==> src/rtl/cas_pkg.sv <==
// Shared definitions for the cassette FSK playback path: FSM state encoding
// and default half-period lengths for the 42.954 MHz system clock.
package cas_pkg;

  typedef enum logic [1:0] {
    CAS_IDLE = 2'd0,
    CAS_HIGH = 2'd1,
    CAS_LOW  = 2'd2
  } cas_state_e;

  localparam int CAS_CLK_HZ = 42_954_000;

  // Half-periods rounded to the nearest clock: a 0 bit is one 1200 Hz cycle,
  // a 1 bit is one 2400 Hz cycle.
  localparam int DEF_HALF_BIT0 = (CAS_CLK_HZ + 1200) / 2400;  // 17898
  localparam int DEF_HALF_BIT1 = (CAS_CLK_HZ + 2400) / 4800;  // 8949
  localparam int DEF_CNT_W     = 15;

endpackage

==> src/rtl/cas_fsk_tx.sv <==
// Cassette playback transmitter. Takes image bytes over valid/ready into a
// one-byte holding register and serialises them LSB first as one square-wave
// cycle per bit (long cycle for 0, short cycle for 1) on casdout. The motor
// input freezes the waveform mid-cycle; the input handshake keeps running.
module cas_fsk_tx
  import cas_pkg::*;
#(
  parameter int HALF_BIT0 = DEF_HALF_BIT0,
  parameter int HALF_BIT1 = DEF_HALF_BIT1,
  parameter int CNT_W     = DEF_CNT_W
) (
  input  logic       clk,
  input  logic       reset,
  input  logic       motor,
  input  logic [7:0] in_data,
  input  logic       in_valid,
  output logic       in_ready,
  output logic       casdout,
  output logic       busy,
  output logic       byte_done
);

  cas_state_e       state_q, state_d;
  logic [CNT_W-1:0] cnt_q, cnt_d;
  logic [7:0]       sh_q, sh_d;
  logic [2:0]       bit_cnt_q, bit_cnt_d;
  logic             casdout_q, casdout_d;
  logic [7:0]       hold_data;
  logic             hold_valid;
  logic             load;

  // Half-period reload value (minus one) for the bit about to be sent.
  function automatic logic [CNT_W-1:0] half_m1(input logic bit_val);
    return bit_val ? CNT_W'(HALF_BIT1 - 1) : CNT_W'(HALF_BIT0 - 1);
  endfunction

  // Holding register: fills on handshake, empties when the serialiser loads it.
  // Fill and load are exclusive because in_ready is low whenever hold is full.
  always_ff @(posedge clk or negedge reset) begin
    if (!reset) begin
      hold_data  <= '0;
      hold_valid <= 1'b0;
    end else if (in_valid && in_ready) begin
      // NOTE: state registers use non-blocking assignment so every flop samples
      // pre-edge values regardless of statement order.
      hold_data  <= in_data;
      hold_valid <= 1'b1;
    end else if (load) begin
      hold_valid <= 1'b0;
    end
  end

  // Next-state logic: everything except the handshake holds while motor is low.
  always_comb begin
    // NOTE: every variable gets a default first so no path leaves it unassigned
    // (which would infer a latch).
    state_d   = state_q;
    cnt_d     = cnt_q;
    sh_d      = sh_q;
    bit_cnt_d = bit_cnt_q;
    casdout_d = casdout_q;
    load      = 1'b0;
    byte_done = 1'b0;

    if (motor) begin
      case (state_q)
        CAS_IDLE: begin
          casdout_d = 1'b0;
          if (hold_valid) load = 1'b1;
        end
        CAS_HIGH: begin
          if (cnt_q == '0) begin
            cnt_d     = half_m1(sh_q[0]);
            casdout_d = 1'b0;
            state_d   = CAS_LOW;
          end else begin
            cnt_d = cnt_q - CNT_W'(1);
          end
        end
        CAS_LOW: begin
          if (cnt_q != '0) begin
            cnt_d = cnt_q - CNT_W'(1);
          end else if (bit_cnt_q != 3'd7) begin
            sh_d      = {1'b0, sh_q[7:1]};
            bit_cnt_d = bit_cnt_q + 3'd1;
            cnt_d     = half_m1(sh_q[1]);
            casdout_d = 1'b1;
            state_d   = CAS_HIGH;
          end else begin
            // Last half of bit 7: chain straight into the held byte if any.
            byte_done = 1'b1;
            if (hold_valid) load = 1'b1;
            else            state_d = CAS_IDLE;
          end
        end
        default: begin
          casdout_d = 1'b0;
          state_d   = CAS_IDLE;
        end
      endcase
    end

    if (load) begin
      sh_d      = hold_data;
      bit_cnt_d = 3'd0;
      cnt_d     = half_m1(hold_data[0]);
      casdout_d = 1'b1;
      state_d   = CAS_HIGH;
    end
  end

  // Serialiser state register; reset drops casdout immediately.
  always_ff @(posedge clk or negedge reset) begin
    if (!reset) begin
      state_q   <= CAS_IDLE;
      cnt_q     <= '0;
      sh_q      <= '0;
      bit_cnt_q <= '0;
      casdout_q <= 1'b0;
    end else begin
      state_q   <= state_d;
      cnt_q     <= cnt_d;
      sh_q      <= sh_d;
      bit_cnt_q <= bit_cnt_d;
      casdout_q <= casdout_d;
    end
  end

  assign in_ready = ~hold_valid;
  assign casdout  = casdout_q;
  assign busy     = (state_q != CAS_IDLE);

endmodule

==> config.mk <==
export PLATFORM = sky130hd
export DESIGN_NAME = cas_fsk_tx
export DESIGN_NICKNAME = d
export VERILOG_FILES = /design/src/rtl/cas_pkg.sv /design/src/rtl/cas_fsk_tx.sv
export SDC_FILE = /design/constraint.sdc
export NUM_CORES = 1
export LEC_CHECK = 0
export CAP_MARGIN = 10
export CORE_ASPECT_RATIO = 0.5
export CORE_MARGIN = 2
export CORE_UTILIZATION = 55
export DETAILED_ROUTE_END_ITERATION = 10
export DONT_BUFFER_PORTS = 1
export PLACE_DENSITY = 0.7
export SKIP_LAST_GASP = 1
export SYNTH_ARGS = -nofsm -noshare
export SYNTH_HDL_FRONTEND = slang
export SYNTH_SLANG_ARGS = --single-unit
==> constraint.sdc <==
create_clock -name clk -period 2.81 [get_ports clk]
set_clock_uncertainty 0.05 [all_clocks]
set_input_delay 0.281 -clock clk [delete_from_list [all_inputs] [get_ports clk]]
set_output_delay 0.281 -clock clk [all_outputs]
set_load 0.05 [all_outputs]
==> results.toml, run 1 <==
[clocking]
htreeDepth = 2
clockRootBuffer = "clkbuf_8"
cts.sinks = 38
cts_tree = "yes"
clk_latency_ps = 290
cts.path.max_buffers = 2
cts_buffers = 5
clk_pin_slew_ps = 90

[pwr]
power.leakage_nw = 0.939
vdd_drop_max_mv = 0.573
p_per_area_nw_per_um2 = 997

[final_layout]
layout-drive-gt1-share = 0.146
areaGrowthSynthToFinish_pct = 8.22
finalNonFillerCells = 280
regArea_sq_um = 951
final_area_sq_um = 2340
antenna_cells = 0
fillers = 328
nets = 240
multi_input_area_sq_um = 1110

[setup_path]
endpoint_kind = "output pin"
slowest_delay_ps = 480
slowest_stage = "or3_1"
cp-start-kind = "register"
crit_buf_inv = 1
r2r-start = "cnt_q[0]"
cp.arrival_ps = 2350
critical_path_class = "register to output pin"
cp_max_fo = 6
crit_required_ps = 2480
crit_chain = "or3_1 > or4_1 > nor3_1 > nand2_1 > nor2_1 > buf_4"
critPathLaunch = "cnt_q[11]"
crit_family = "simple AND/OR/NAND/NOR gates"

[global_routing]
grt_max_degree = 39
grt_pass1_wl_mm = 7.82
grt-ovfl-total = 0
antenna_found_initial = 0
grt_pass1_vias = 1627
track_usage = 0.219

[logic_synthesis]
synth_simple_gate_area_frac = 0.233
synth.area.top_cells = "dfrtp_1 (44%), mux2_2 (4.7%), o21ai_0 (4.6%)"
synth_compound_area_frac = 0.215
synth_cell_types = 47
synth_commonest_cells = "dfrtp_1 (38), nand2_1 (23), nor2_1 (21), o21ai_0 (20), nor3_1 (10)"
synthXorXnorAreaFrac = 0
synth_seq_area_share = 0.440
synth_area_sq_um = 2160
synth_top_family_by_area = "simple AND/OR/NAND/NOR gates"
synth.avg_cell_area_sq_um = 9.52
synth_top_area_frac = 0.440
synth_fa_ha_area_frac = 0.0174
synth_most_common_cell = "dfrtp_1"
synth_ff_type = "dfrtp_1"
synth_edf_count = 0
synth_seq_cells = 38
synthArstFlopShare = 1.00
yosys_warnings = 0
syn_inst = 227
synth_nets = 242
synth_area_leader_cell = "dfrtp_1"
muxShareOfSynthArea = 0.0469

[sta]
hold_viol = 0
max_freq_ghz = 0.373
rsz0062_at_grt = "no"
setup_tns_ps = 0
slew_viol_final = 0
min_period_ps = 2680
tightest_slew_ps = 737
post-route-period-util = 0.953
timing.slew.headroom = 0.507
whs_ps = 88.1
report.final.setup_viol = 0

[die]
pin_count = 16
start_util = 0.563
die_h_um = 48.3
dieArea_sq_um = 4480
core_area_sq_um = 3840
fp-row-count = 16
dieWidth_um = 92.7

[routing]
ant_nets = 0
drt_pre_antenna_iters = 4
route.detailed.drc = 0
drt_iter0_markers = 118
wl_per_cell_um = 16.2
viasPerCell = 6.18
vias = 1730
finalWirelength_mm = 4.54

[place]
portBuffers = 0
placed_cell_area_sq_um = 2170
place_congestion = 0.829
hpwl_mm = 3.14
placed_cells = 270

[run]
cap_violations = 0

[worst_hold_path]
holdCritStartpoint = "in_data[0]"
hold_path.class = "primary input to register"

[run_status]
run_status = "finished clean"
## worst paths after layout
path                           endpoint  slack, ps  depth (start not counted)
min                        hold_data[0]         90                          1
min in group asynchronous      cnt_q[7]        370                          2
max in group asynchronous     cnt_q[13]       2120                          2
max reg2reg                bit_cnt_q[0]        310                          8
min reg2reg                     sh_q[7]        460                          1
max                           byte_done        130                          6
## layout make-up
cell class	count	area share
Multi-Input combinational cell	170	0.474
Sequential cell	38	0.406
Clock buffer	5	0.0294
Clock inverter	3	0.0294
Tap cell	54	0.0289
Timing Repair Buffer	6	0.0257
Inverter	4	0.00642
## power by group
part           switching [W]  internal, W  leakage (nW)
clock               0.000207     0.000356        0.0683
combinational       0.000378     0.000319         0.425
sequential          0.000298     0.000776         0.446
## routing by layer
metal,wire length [um],vias up,global-route usage
met5,0,-,0
met4,17,0,0.0735
met3,214,4,0.0514
met2,2040,42,0.309
met1,2280,849,0.333
li1,-,835,-
## flip-flops by register name (all words and copies together) (netlist names)
signal,cells
hold_valid,1
bit_cnt_q,3
cnt_q,15
casdout,1
hold_data,8
state_q,2
sh_q,8
## through the flow
step / power (W) / utilization / setup slack [ps]
2_1_floorplan: 0.00164 / - / 287
3_3_place_gp: 0.00174 / 0.565 / 436
3_5_place_dp: 0.00176 / 0.565 / 351
4_1_cts: 0.00234 / 0.609 / 152
5_1_grt: 0.00250 / 0.609 / 4.24
6_report: 0.00233 / 0.609 / 131
## worst reg2reg max path: stages (launching register included)
cell and delay [ps]:
dfrtp_1 420, inv_1 70, ha_1 200, nor3b_2 320, and4_1 500, a21o_1 300
buf_4 200, nor2_1 70, mux2_2 260
## kinds of logic (layout without fill, tap and decap cells)
family | count (synthesis) | in the layout
and+or+nand+nor | 91 | 91
AOI/OAI and AO/OA | 67 | 67
DFF | 38 | 38
buffers and inverters | 19 | 18
muxes | 9 | 9
adders and majority gates | 3 | 3
## timing repair
action	4_1_cts	5_1_grt
setup endpoints to repair	0	0
hold buffers	2	0
buffers inserted	0	0
resized for setup	0	0
hold endpoints to repair	38	0
## cell usage in the layout (no fill, tap or decap), drive strengths merged, types with 3 or more instances in the layout
cell    netlist  final
dfrtp        38     38
nand2        23     23
nor2         21     21
o21ai        21     21
nor3         10     10
mux2          9      9
nand3         9      9
a21oi         8      8
o31ai         7      7
nor2b         6      6
a31oi         6      6
a22o          5      5
clkbuf        4      5
buf          11      5
inv           4      4
a21o          4      4
nor4          4      4
or2           3      3
or4           3      3
ha            3      3
(Power assumes the default switching activity.)
==> run 2: changes to the inputs <==
==> constraint.sdc (replaced) <==
create_clock -name clk -period 2.81 [get_ports clk]
set_clock_uncertainty 0.05 [all_clocks]
set_input_delay 0.562 -clock clk [delete_from_list [all_inputs] [get_ports clk]]
set_output_delay 0.562 -clock clk [all_outputs]
set_load 0.05 [all_outputs]
==> run 2 against run 1 <==
  * Non-clock buffer count rose by 2
  * Via count shrank 0.35%
  * Clock power shrank 15%
  * Fmax decreased by 2.0%
  * Final cell count is 0.71% higher
  * Utilization grew 0.16 points
  * Total power down 2.3%
  * Design area is 0.27% higher
  * Sequential share of layout area fell by 0.055 points
  * Critical path depth is the same
  * Critical path type unchanged
  * Largest cell class unchanged
==> results.toml, run 2 (synthesized netlist as in run 1, its figures left out) <==
[setup_path]
rrSetupSlack_ps = 200
crit_chain = "or3_4 > or4_1 > nor3_2 > nand2_1 > nor2_2 > buf_6"
endpoint_kind = "output pin"
cp-start-kind = "register"
crit_family = "simple AND/OR/NAND/NOR gates"
r2r-end = "bit_cnt_q[0]"
crit_required_ps = 2200
rr_worst_depth = 8
critical_path_class = "register to output pin"
r2r-start = "cnt_q[0]"
crit_buf_inv = 1
slowest_stage = "dfrtp_2"
cp_max_fo = 4
slowest_delay_ps = 430
cp.arrival_ps = 2120

[pwr]
switching_share = 0.394
vdd_drop_max_mv = 0.610
pwr-share-comb = 0.320
finalPower_w = 0.00228
power.leakage_nw = 0.931
p_int_w = 0.00138
p_clk_frac = 0.209
p_per_area_nw_per_um2 = 972
power_frac_seq = 0.471
p_switching_w = 0.000899

[final_layout]
largest_reg_flops = 15
areaGrowthSynthToFinish_pct = 8.51
antenna_cells = 0
multi_input_area_sq_um = 1120
nets = 242
layout_common_cells = "dfrtp_1 (37), nand2_1 (23), o21ai_0 (20), nor2_1 (20)"
regArea_sq_um = 952
layout-drive-gt1-share = 0.175
final_common_cell = "dfrtp_1"
final_area_sq_um = 2350
fillers = 315
largest_register = "cnt_q"
top_regs = "cnt_q: 15 flops, hold_data: 8 flops, sh_q: 8 flops"

[die]
dieWidth_um = 92.7
start_util = 0.563
die_h_um = 48.3
pin_count = 16
fp-row-count = 16
core_area_sq_um = 3840
dieArea_sq_um = 4480

[sta]
post-route-period-util = 0.972
max_freq_ghz = 0.366
hold_viol = 0
report.final.setup_viol = 0
timing.slew.headroom = 0.498
slew_viol_final = 0
min_period_ps = 2730
tightest_slew_ps = 752

[global_routing]
antenna_found_initial = 0
track_usage = 0.218
grt-ovfl-total = 0
grt_pass1_vias = 1663
grt_max_degree = 39
grt_pass1_wl_mm = 7.68

[clocking]
clk_latency_ps = 300
clockRootBuffer = "clkbuf_8"
clk_pin_slew_ps = 90
cts.sinks = 38
cts_buffers = 5
htreeDepth = 2
cts_tree = "yes"
cts.path.max_buffers = 2

[routing]
drt_iter0_markers = 89
route.detailed.drc = 0
wl_per_cell_um = 16.1
ant_nets = 0
viasPerCell = 6.11
finalWirelength_mm = 4.54
drt_pre_antenna_iters = 4
vias = 1724

[place]
portBuffers = 0
hpwl_mm = 3.10
placed_cell_area_sq_um = 2170
place_congestion = 0.880

[run_status]
run_status = "finished clean"

[run]
cap_violations = 0

[worst_hold_path]
hold_path.class = "primary input to async pin"
-- run 2: cell count changes in the layout (fill, tap and decap cells not counted), sizes merged --
| cell | change |
|---|---|
| buf | +3 |
| bufinv | -1 |
| clkinv | -1 |
| clkinvlp | +2 |
| dlygate4sd3 | -1 |
-- run 2: stage by stage --
step | setup TNS [ps] | std cells | setup slack, ps | util | hold slack [ps]
after floorplan | 0 | 227 | 6.14 | - | 216
after global placement | 0 | 270 | 285 | 0.565 | 218
after detailed placement | 0 | 270 | 251 | 0.565 | 218
after CTS | 0 | 279 | 30.9 | 0.603 | 52.2
after global routing | -2.97 | 282 | -2.97 | 0.610 | 51.0
final | 0 | 282 | 77.6 | 0.610 | 38.7
-- run 2: worst max-delay path by stage --
stage,cells past startpoint,to,startpoint
2_1_floorplan,6,byte_done,cnt_q[11]
3_3_place_gp,6,byte_done,cnt_q[10]
3_5_place_dp,6,byte_done,cnt_q[11]
4_1_cts,6,byte_done,cnt_q[10]
5_1_grt,6,byte_done,cnt_q[10]
6_report,6,byte_done,cnt_q[10]
-- run 2: layout make-up --
type	instances	area share
Clock buffer	5	0.0293
Clock inverter	3	0.0192
Inverter	4	0.00640
Multi-Input combinational cell	170	0.478
Sequential cell	38	0.406
Tap cell	54	0.0288
Timing Repair Buffer	8	0.0325
-- run 2: timing repair --
item / in CTS / in global routing
gates resized for setup: 2 / 3
hold buffers: 1 / 0
pin swaps: 0 / 4
gates cloned: 0 / 0
setup endpoints to repair: 1 / 1
endpoints found under the hold margin: 38 / 0
setup buffers: 0 / 3
-- run 2: power by group through the flow --
stage,registers [W],logic [W],clock network (W)
finish,0.00107,0.000730,0.000476
global route,0.00111,0.000812,0.000509
detailed placement,0.00108,0.000689,0
global placement,0.00107,0.000673,0
CTS,0.00107,0.000713,0.000482
floorplan,0.000955,0.000690,0
-- run 2: routing by layer --
metal	global-route usage	part of all wire	vias to the layer above
li1	-	-	837
met1	0.314	0.48	820
met2	0.319	0.44	59
met3	0.0561	0.065	8
met4	0.0833	0.015	0
met5	0	0	-
==> run 3: changes to the inputs <==
Settings changed: PLACE_DENSITY 0.7 to 0.81.
==> run 3 against run 2 <==
  * Combinational power up 4.2%
  * Flip-flop and latch count unchanged
  * First-iteration DRC count up 110%
  * Clock power up 18%
  * Design area up 1.5%
  * Routed wire length up 7.5%
  * Register-to-register slack better by 110 ps
  * Critical path type unchanged
  * Critical endpoint unchanged
==> results.toml, run 3 (synthesized netlist as in run 1, its figures left out) <==
[final_layout]
antenna_cells = 0
layout_common_cells = "dfrtp_1 (38), nand2_1 (23), o21ai_0 (20), nor2_1 (20)"
regArea_sq_um = 951
fillers = 307
final_common_cell = "dfrtp_1"
multi_input_area_sq_um = 1130
nets = 242
largest_reg_flops = 15
largest_register = "cnt_q"
areaGrowthSynthToFinish_pct = 10.1
top_regs = "cnt_q: 15 flops, hold_data: 8 flops, sh_q: 8 flops"
layout-drive-gt1-share = 0.180
post-route-util = 0.619

[global_routing]
grt_max_degree = 39
track_usage = 0.228
antenna_found_initial = 0
grt_pass1_vias = 1671
grt-ovfl-total = 0
grt_pass1_wl_mm = 7.94

[sta]
hold_viol = 0
report.final.setup_viol = 0
tightest_slew_ps = 777
setup_tns_ps = 0
slew_viol_final = 0
post-route-period-util = 0.974
max_freq_ghz = 0.365
timing.slew.headroom = 0.481
min_period_ps = 2740

[clocking]
cts_tree = "yes"
cts.path.max_buffers = 2
clockRootBuffer = "clkbuf_8"
cts_buffers = 5
htreeDepth = 2
clk_pin_slew_ps = 80
clk_latency_ps = 290
cts.sinks = 38

[die]
fp-row-count = 16
dieWidth_um = 92.7
dieArea_sq_um = 4480
start_util = 0.563
pin_count = 16
die_h_um = 48.3
core_area_sq_um = 3840

[setup_path]
rrSetupSlack_ps = 310
rr_worst_depth = 7
critical_path_class = "register to output pin"
cp.arrival_ps = 2130
r2r-end = "cnt_q[8]"
crit_required_ps = 2200
cp_max_fo = 6
endpoint_kind = "output pin"
cp-start-kind = "register"
r2r-start = "cnt_q[1]"

[worst_hold_path]
hold_path.class = "primary input to async pin"

[routing]
drt_iter0_markers = 189
viasPerCell = 6.39
wl_per_cell_um = 17.3
ant_nets = 0
finalWirelength_mm = 4.89
route.detailed.drc = 0
vias = 1803
drt_pre_antenna_iters = 5

[pwr]
p_per_area_nw_per_um2 = 1010
power.leakage_nw = 0.966
vdd_drop_max_mv = 0.568

[place]
place_congestion = 0.984
hpwl_mm = 3.27
portBuffers = 0

[run_status]
run_status = "finished clean"

[run]
cap_violations = 0
run 3: cell count changes in the layout (fill, tap and decap cells not counted), sizes merged:
cell	previous run	this run
clkinvlp	2	0
bufinv	1	2
clkinv	0	1
run 3: routing by layer:
metal  routed length [um]  share of wire  global-route usage
met3                  367          0.075              0.0639
met1                 2070           0.42               0.299
met2                 2330           0.48               0.364
met4                  121          0.025              0.0858
met5                    0              0                   0
run 3: where the power goes:
part / internal [W] / switching (W) / total (W)
logic: 0.000346 / 0.000415 / 0.000761
registers: 0.000776 / 0.000304 / 0.00108
clock network: 0.000356 / 0.000204 / 0.000560
run 3: cell type report:
cell class / instances / area share
clock inverter: 3 / 0.0289
inverter: 4 / 0.00631
sequential: 38 / 0.399
tap: 54 / 0.0284
timing repair buffer: 8 / 0.0321
clock buffer: 5 / 0.0289
multi-input combinational: 170 / 0.476
run 3: per-stage QoR:
stage                     hold WS, ps  instance area (sq um)  setup WS, ps  std cells  power [W]
after floorplan                   216                   2160          6.14        227    0.00164
after global placement            217                   2160           306        269    0.00172
after detailed placement          217                   2160           189        269    0.00177
after CTS                        53.9                   2360          47.5        281    0.00237
after global routing             60.7                   2380         -29.3        282    0.00254
final                            49.2                   2380          72.0        282    0.00240
run 3: worst max path at each step:
stage / slack [ps] / to / start
6_report: 70 / byte_done / cnt_q[1]
5_1_grt: -30 / byte_done / cnt_q[0]
4_1_cts: 50 / byte_done / cnt_q[11]
3_5_place_dp: 190 / byte_done / cnt_q[0]
3_3_place_gp: 310 / byte_done / cnt_q[0]
2_1_floorplan: 6 / byte_done / cnt_q[11]
run 3: what timing repair did:
item	CTS	global route
pin swaps	1	1
hold buffers	1	0
resized for setup	4	3
setup buffers	3	1
hold endpoints to repair	38	0
setup endpoints to repair	1	1
run 3: worst max-delay path: stages, from the launching register on:
cell	delay, ps
dfrtp_1	410
inv_1	90
ha_2	200
or4b_4	530
nor3_4	220
nand2_1	100
nor2_2	120
buf_6	160
